===== src/rtl/viterbi_decoder_if.sv =====
// viterbi_decoder_if: symbol-in / decoded-bit-out link of the Viterbi decoder
interface viterbi_decoder_if;
    logic       enable;
    logic [1:0] d_in;
    logic       d_out;
    modport master (output enable, d_in, input d_out);
    modport slave (input enable, d_in, output d_out);
endinterface


===== src/rtl/viterbi_decoder.sv =====
// viterbi_decoder: 4-state hard-decision Viterbi decoder (rate 1/2, K=3, g=111/101), register-exchange survivors
module viterbi_decoder #(
    parameter int TB_DEPTH = 16,
    parameter int PM_W     = 7
) (
    input logic         clk,
    input logic         rst,
    viterbi_decoder_if.slave bus
);
    logic [PM_W-1:0]     pm_q [4];
    logic [PM_W-1:0]     pm_d [4];
    logic [TB_DEPTH-1:0] surv_q [4];
    logic [TB_DEPTH-1:0] surv_d [4];
    logic                d_out_q, d_out_d;
    always_comb begin
        logic [PM_W-1:0]     cand [2];
        logic [PM_W-1:0]     npm [4];
        logic [TB_DEPTH-1:0] nsurv [4];
        logic [1:0]          best;
        logic                norm;
        cand  = '{default: '0};
        npm   = '{default: '0};
        nsurv = '{default: '0};
        for (int s = 0; s < 4; s++) begin
            // next state {u,a} from predecessor {a,p}; expected symbol {u^a^p, u^p}
            for (int p = 0; p < 2; p++)
                cand[p] = pm_q[{s[0], p[0]}]
                        + PM_W'(bus.d_in[1] ^ s[1] ^ s[0] ^ p[0])
                        + PM_W'(bus.d_in[0] ^ s[1] ^ p[0]);
            npm[s]   = cand[1] < cand[0] ? cand[1] : cand[0];
            nsurv[s] = {surv_q[{s[0], cand[1] < cand[0]}][TB_DEPTH-2:0], s[1]};
        end
        norm = npm[0][PM_W-1] & npm[1][PM_W-1] & npm[2][PM_W-1] & npm[3][PM_W-1];
        best = 2'd0;
        for (int i = 1; i < 4; i++)
            if (npm[i] < npm[best]) best = 2'(i);
        d_out_d = bus.enable ? nsurv[best][TB_DEPTH-1] : d_out_q;
        for (int s = 0; s < 4; s++) begin
            pm_d[s]   = bus.enable ? (norm ? {1'b0, npm[s][PM_W-2:0]} : npm[s]) : pm_q[s];
            surv_d[s] = bus.enable ? nsurv[s] : surv_q[s];
        end
    end
    // non-zero start metrics on states 1..3 pin the trellis to encoder state 00
    always_ff @(posedge clk or negedge rst) begin
        if (!rst) begin
            pm_q    <= '{PM_W'(0), PM_W'(8), PM_W'(8), PM_W'(8)};
            surv_q  <= '{default: '0};
            d_out_q <= 1'b0;
        end else begin
            pm_q    <= pm_d;
            surv_q  <= surv_d;
            d_out_q <= d_out_d;
        end
    end
    assign bus.d_out = d_out_q;
endmodule


===== src/flat_wrapper.sv =====
// flat-port wrapper written by rule: the top's interface ports become plain ports
module viterbi_decoder_flat 
#(
    parameter int TB_DEPTH = 16,
    parameter int PM_W     = 7
)
  (clk, rst, bus_enable, bus_d_in, bus_d_out);
  viterbi_decoder_if bus_i ();
  input logic clk;
  input logic rst;
  input wire logic [$bits(bus_i.enable)-1:0] bus_enable;
  input wire logic [$bits(bus_i.d_in)-1:0] bus_d_in;
  output wire logic [$bits(bus_i.d_out)-1:0] bus_d_out;
  assign bus_i.enable = bus_enable;
  assign bus_i.d_in = bus_d_in;
  assign bus_d_out = bus_i.d_out;
  viterbi_decoder #(.TB_DEPTH(TB_DEPTH), .PM_W(PM_W)) u_core (.clk(clk), .rst(rst), .bus(bus_i));
endmodule

===== config.mk =====
export PLATFORM = sky130hd
export DESIGN_NAME = viterbi_decoder_flat
export DESIGN_NICKNAME = d
export VERILOG_FILES = /design/src/rtl/viterbi_decoder_if.sv /design/src/rtl/viterbi_decoder.sv /design/src/flat_wrapper.sv
export SDC_FILE = /design/constraint.sdc
export NUM_CORES = 1
export LEC_CHECK = 0
export ABC_AREA = 1
export BUFFER_PORTS_ARGS = -buffer_cell sky130_fd_sc_hd__buf_4
export CORE_MARGIN = 4
export CORE_UTILIZATION = 60
export CTS_BUF_LIST = sky130_fd_sc_hd__clkbuf_2
export CTS_CLUSTER_DIAMETER = 50
export DETAILED_ROUTE_END_ITERATION = 16
export PLACE_DENSITY = 0.8
export SLEW_MARGIN = 20
export SYNTH_ARGS = -nofsm -noshare
export SYNTH_HDL_FRONTEND = slang
export SYNTH_SLANG_ARGS = --single-unit

===== constraint.sdc =====
create_clock -name clk -period 16.2 [get_ports clk]
set_input_delay 0.81 -clock clk [delete_from_list [all_inputs] [get_ports clk]]
set_output_delay 0.81 -clock clk [all_outputs]
set_load 0.02 [all_outputs]

# Yosys cells after proc, flatten, opt, wreduce, memory -nomap -nowiden
# Cells that the tools add are included.
# W data, S select, Z words.
# word_totals
word_cells,83
latchBits,0
mem_count,0
ff_bits,91
romBits,0
out_inout_bits,1
mem_bits_rw,0
# op_classes
bitwise,12
order_cmp,14
shift,0
div_mod_pow,0
multipliers,0
reduce_logical,0
n_eq_ne,0
addsub,16
muxes,32
# op_table
operator,count
$bmux W16 S2,5
$mux W15,8
$add A7 B1 Y7,16
$mux W7,12
$lt A7 B7 Y1,7
$mux W16,2
$bmux W7 S2,2
$ge A3 B3 Y1 const B,7
$not A2 Y3,5
$not A1 Y3,2
$mux W2,2
$and A1 B1 Y1,3
$not A1 Y1,2
$mux W1,1

# Longest topological paths before layout
# depth
depth_word,23
mapped_depth,45

# Worst setup path after synthesis
# Ideal clock, no wire load.
# synth_path
path_type,input-to-reg
start,input bus_d_in[0]
end,register u_core.d_out_q (netlist: u_core.bus.d_out)
path_buffers,4
path_stages,39
arrival_time_ps,6333
setup_ps,117
slack_ps,9749
path_cell_list,fa_1 -> ha_1 -> nand3_2 -> inv_2 -> nand2_1 -> nor2_1 -> xor2_1 -> ha_1 -> nand2_1 -> a21oi_2 -> nand2_4 -> nand2_4 -> buf_6 -> clkbuf_1 -> inv_1 -> o21ai_0 -> ha_1 -> inv_1 -> (+3 left out) -> nand2_2 -> clkbuf_1 -> o21ai_0 -> ha_1 -> a21oi_1 -> nor2_1 -> a211oi_1 -> nand2_2 -> buf_2 -> nand2_1 -> o21ai_0 -> ha_1 -> a21oi_1 -> nor2_1 -> a211oi_1 -> nand3_1 -> nand3_1 -> nand2_1
# synth_between
elab_chain_cells,22
word_cells_on_any_way,51
# synth_lines
item,line_no,source
"start, declared",flat_wrapper.sv:12,input wire logic [$bits(bus_i.d_in)-1:0] bus_d_in;
$not A1 Y1 (no line),--,
$add A7 B1 Y7,viterbi_decoder.sv:29,+ PM_W'(bus.d_in[0] ^ s[1] ^ p[0]);
$lt A7 B7 Y1,"viterbi_decoder.sv:30, viterbi_decoder.sv:31",
$mux W7,viterbi_decoder.sv:30,npm[s] = cand[1] < cand[0] ? cand[1] : cand[0];
$lt A7 B7 Y1,viterbi_decoder.sv:36,if (npm[i] < npm[best]) best = 2'(i);
$mux W1,viterbi_decoder.sv:36,
$not A2 Y3 (not written as such),viterbi_decoder.sv:36,
$bmux W7 S2,viterbi_decoder.sv:36,
(+4 left out),--,
$not A2 Y3 (not written as such),viterbi_decoder.sv:36,
$bmux W7 S2,viterbi_decoder.sv:36,
$mux W7 (not written as such) (2 in series),viterbi_decoder.sv:36,
$lt A7 B7 Y1,viterbi_decoder.sv:36,
$mux W2,viterbi_decoder.sv:36,
$not A2 Y3 (not written as such),viterbi_decoder.sv:37,d_out_d = bus.enable ? nsurv[best][TB_DEPTH-1] : d_out_q;
$bmux W16 S2 *,viterbi_decoder.sv:37,
$mux W16 (not written as such) * (2 in series),viterbi_decoder.sv:37,
"end signal, assigned",viterbi_decoder.sv:52,d_out_q <= d_out_d;
"end, declared",viterbi_decoder.sv:14,"logic d_out_q, d_out_d;"
# Every way passes the cells marked *; elsewhere a longest branch is shown, timed or not. The select of a mux whose other input is x is not followed.
# A chain may end at the register's enable or synchronous reset.

# Worst setup path in the final report
# layout_path
start,input bus_d_in[1]
end,register u_core.d_out_q (netlist: u_core.bus.d_out)
# layout_between
elab_chain_cells,23
word_cells_on_any_way,59
# layout_lines
item,line_no,source
$not A1 Y1 (no line),--,
$add A7 B1 Y7,viterbi_decoder.sv:28,+ PM_W'(bus.d_in[1] ^ s[1] ^ s[0] ^ p[0])
$add A7 B1 Y7,viterbi_decoder.sv:29,
$lt A7 B7 Y1,"viterbi_decoder.sv:30, viterbi_decoder.sv:31",
$mux W7,viterbi_decoder.sv:30,
$lt A7 B7 Y1,viterbi_decoder.sv:36,
$mux W1,viterbi_decoder.sv:36,
$not A2 Y3 (not written as such),viterbi_decoder.sv:36,
(+5 left out),--,
$not A2 Y3 (not written as such),viterbi_decoder.sv:36,
$bmux W7 S2,viterbi_decoder.sv:36,
$mux W7 (not written as such) (2 in series),viterbi_decoder.sv:36,
$lt A7 B7 Y1,viterbi_decoder.sv:36,
$mux W2,viterbi_decoder.sv:36,
$not A2 Y3 (not written as such),viterbi_decoder.sv:37,
$bmux W16 S2 *,viterbi_decoder.sv:37,
$mux W16 (not written as such) * (2 in series),viterbi_decoder.sv:37,
# Marked as above.

==> impl_metrics.ini <==
[synthesis]
yosysWarningCount = 0
synth_seq_cells = 84
synth_cells = 829
post-synth-top-area-cell = dfrtp_1
ys_seq_area_share_pct = 33.95
syn_area_per_cell_um2 = 7.483
syn_area_mm2 = 0.006203
ys_top_cells_by_area = dfrtp_1 (33%), o21ai_0 (13%), nand2_1 (12%), ha_1 (9.9%), inv_1 (4.8%)
synthDominantCellAreaShare_pct = 32.67
synth.distinct_cells = 38
synth.net_count = 892

[floorplanning]
initial_core_util_pct = 62.60
boundaryPins = 6
die-area_mm2 = 0.01203
core-area_mm2 = 0.009910
rows = 36
die_h_um = 109.7
die_x_um = 109.7

[grt]
grt_overflow_total = 0
antenna_found_initial = 0
grt_pass1_vias = 5290
grt_start_max_net_pins = 84
grt_pass1_wl_um = 24880
track_usage_pct = 26.07

[outcome]
status = finished, final reports clean

[critical_path]
slowest_stage = a21oi_1
crit_top_cell = ha_1
max_stage_delay_ns = 0.55
cp-start-kind = primary input
critPathRequiredTime_ns = 16.75
setup.worst_path.end_class = register
setup.worst_path.class = in2reg
cp_max_fo = 24
cp.arrival_ns = 7.68

[placed_design]
port_buffers = 5
gp_congestion = 0.9929
post_dp_cell_area_mm2 = 0.006226
hpwl_um = 10590

[cells_and_area]
nets = 871
fillers = 871
layout_common_cells = nand2_1 (204), o21ai_0 (155), dfrtp_1 (81)
final_common_cell = nand2_1
final_util_pct = 64.03
seqCellArea_mm2 = 0.002106
syn_to_final_growth_pct = 2.279
antenna_cells_inserted = 0
stdcell_area_mm2 = 0.006345
final_layout_size_suffix_gt1_share_pct = 7.503
multiInputGateArea_mm2 = 0.003582

[clock_network]
clk_pin_slew_worst_paths_ns = 0.26
worstSkewPairLatency_ns = 0.59
cts_setup_buffers = 0
cts_made_buffers = 9
cts_buffer_depth = 2
cts.sinks = 84
htreeDepth = 3
root_buffer = clkbuf_2
tritoncts = done
postCtsHoldBufs = 0
cts_resized = 0

[flow_run]
cap_violations = 0

[sta]
max_slew.worst_pin.slew_ns = 0.9446
fmax_mhz = 140.3
whs_ns = 0.04176
fin_skew_ns = 0.03171
max-slew-margin-rel_pct = 36.88
finalCriticalPeriod_ns = 7.127
final_hold_viol_count = 0
rsz0062_at_grt = false
slew_violations = 0
setup_violations = 0
tns_ns = 0
finalCritPeriodShare_pct = 44.00

[drt]
ant_nets = 0
drtIter0Drc = 535
avgViaCountPerCell = 5.859
wirelength_um = 14560
vias = 5543
dr.pass1.iters = 6
wire_per_inst_um = 15.39
drc = 0

[min_path]
hp-class = in2async
==> cell families after synthesis <==
group,count (synthesis),synth area share (%)
buf+inv,124,8.310
simple gates,320,22.59
compound gates,207,17.29
fa+ha+maj,58,12.79
xor+xnor,36,5.083
flops,84,33.95
==> synthesized netlist by cell type, drive strengths merged <==
cell      n
xor2     32
buf      13
fa        9
nand4     5
o21a      2
o211ai    4
nand3b    5
xnor2     4
o21ai   157
nor2     43
o22ai     2
inv      84
dfstp     3
a21oi    39
clkbuf   26
o21bai    1
dfrtp    81
nand2   220
a211oi    2
or2       1
clkinv    1
nor3      4
nand3    42
ha       49
==> flip-flops by register name (all words and copies together), names as in the netlist <==
signal and count:
u_core.surv_q 55, u_core.bus.d_out 1, u_core.pm_q 28
==> routing by layer <==
layer	vias to the layer above	GRT usage (%)	share of wire, %
met1	2642	36.00	44
met3	40	4.052	6.2
met5	-	0	0
li1	2665	-	-
met2	196	41.37	47
met4	0	10.06	2.6
==> layout make-up <==
class                   instances  area share (%)
clock buffers                   9          0.7099
clock inverters                 7           1.163
inverters                      85           5.029
multi-input cells             621           56.46
flip-flops and latches         84           33.19
well taps                     133           2.623
repair buffers                  7          0.8282
==> per-stage QoR <==
stage	setup WS, ns	std cells
2_1_floorplan	9.749	829
3_3_place_gp	9.072	930
3_5_place_dp	8.616	930
4_1_cts	9.240	946
5_1_grt	8.380	946
6_report	9.073	946
==> critical path, delay by kind of cell <==
kind                     cells  cell delay, ns
AND/OR/NAND/NOR             13            1.44
XOR/XNOR                     1            0.17
buffers and inverters        5            0.93
adder cells (fa/ha/maj)      6            2.00
AO/OA/AOI/OAI                8            2.33
==> final timing paths <==
check                                    end         startpoint  cells past startpoint  slack [ns]
min                          u_core.pm_q[24]                rst                      1        0.04
max                         u_core.bus.d_out        bus_d_in[1]                     33        9.07
max in group asynchronous  u_core.surv_q[33]                rst                      2       15.05
min in group clk           u_core.surv_q[33]  u_core.surv_q[33]                      2        0.50
max reg2reg                 u_core.bus.d_out     u_core.pm_q[0]                     32        9.15
min reg2reg                u_core.surv_q[33]  u_core.surv_q[33]                      2        0.50
Power is not shown: default switching activity piles up to over one toggle a cycle in this logic, so the estimate is an artifact.
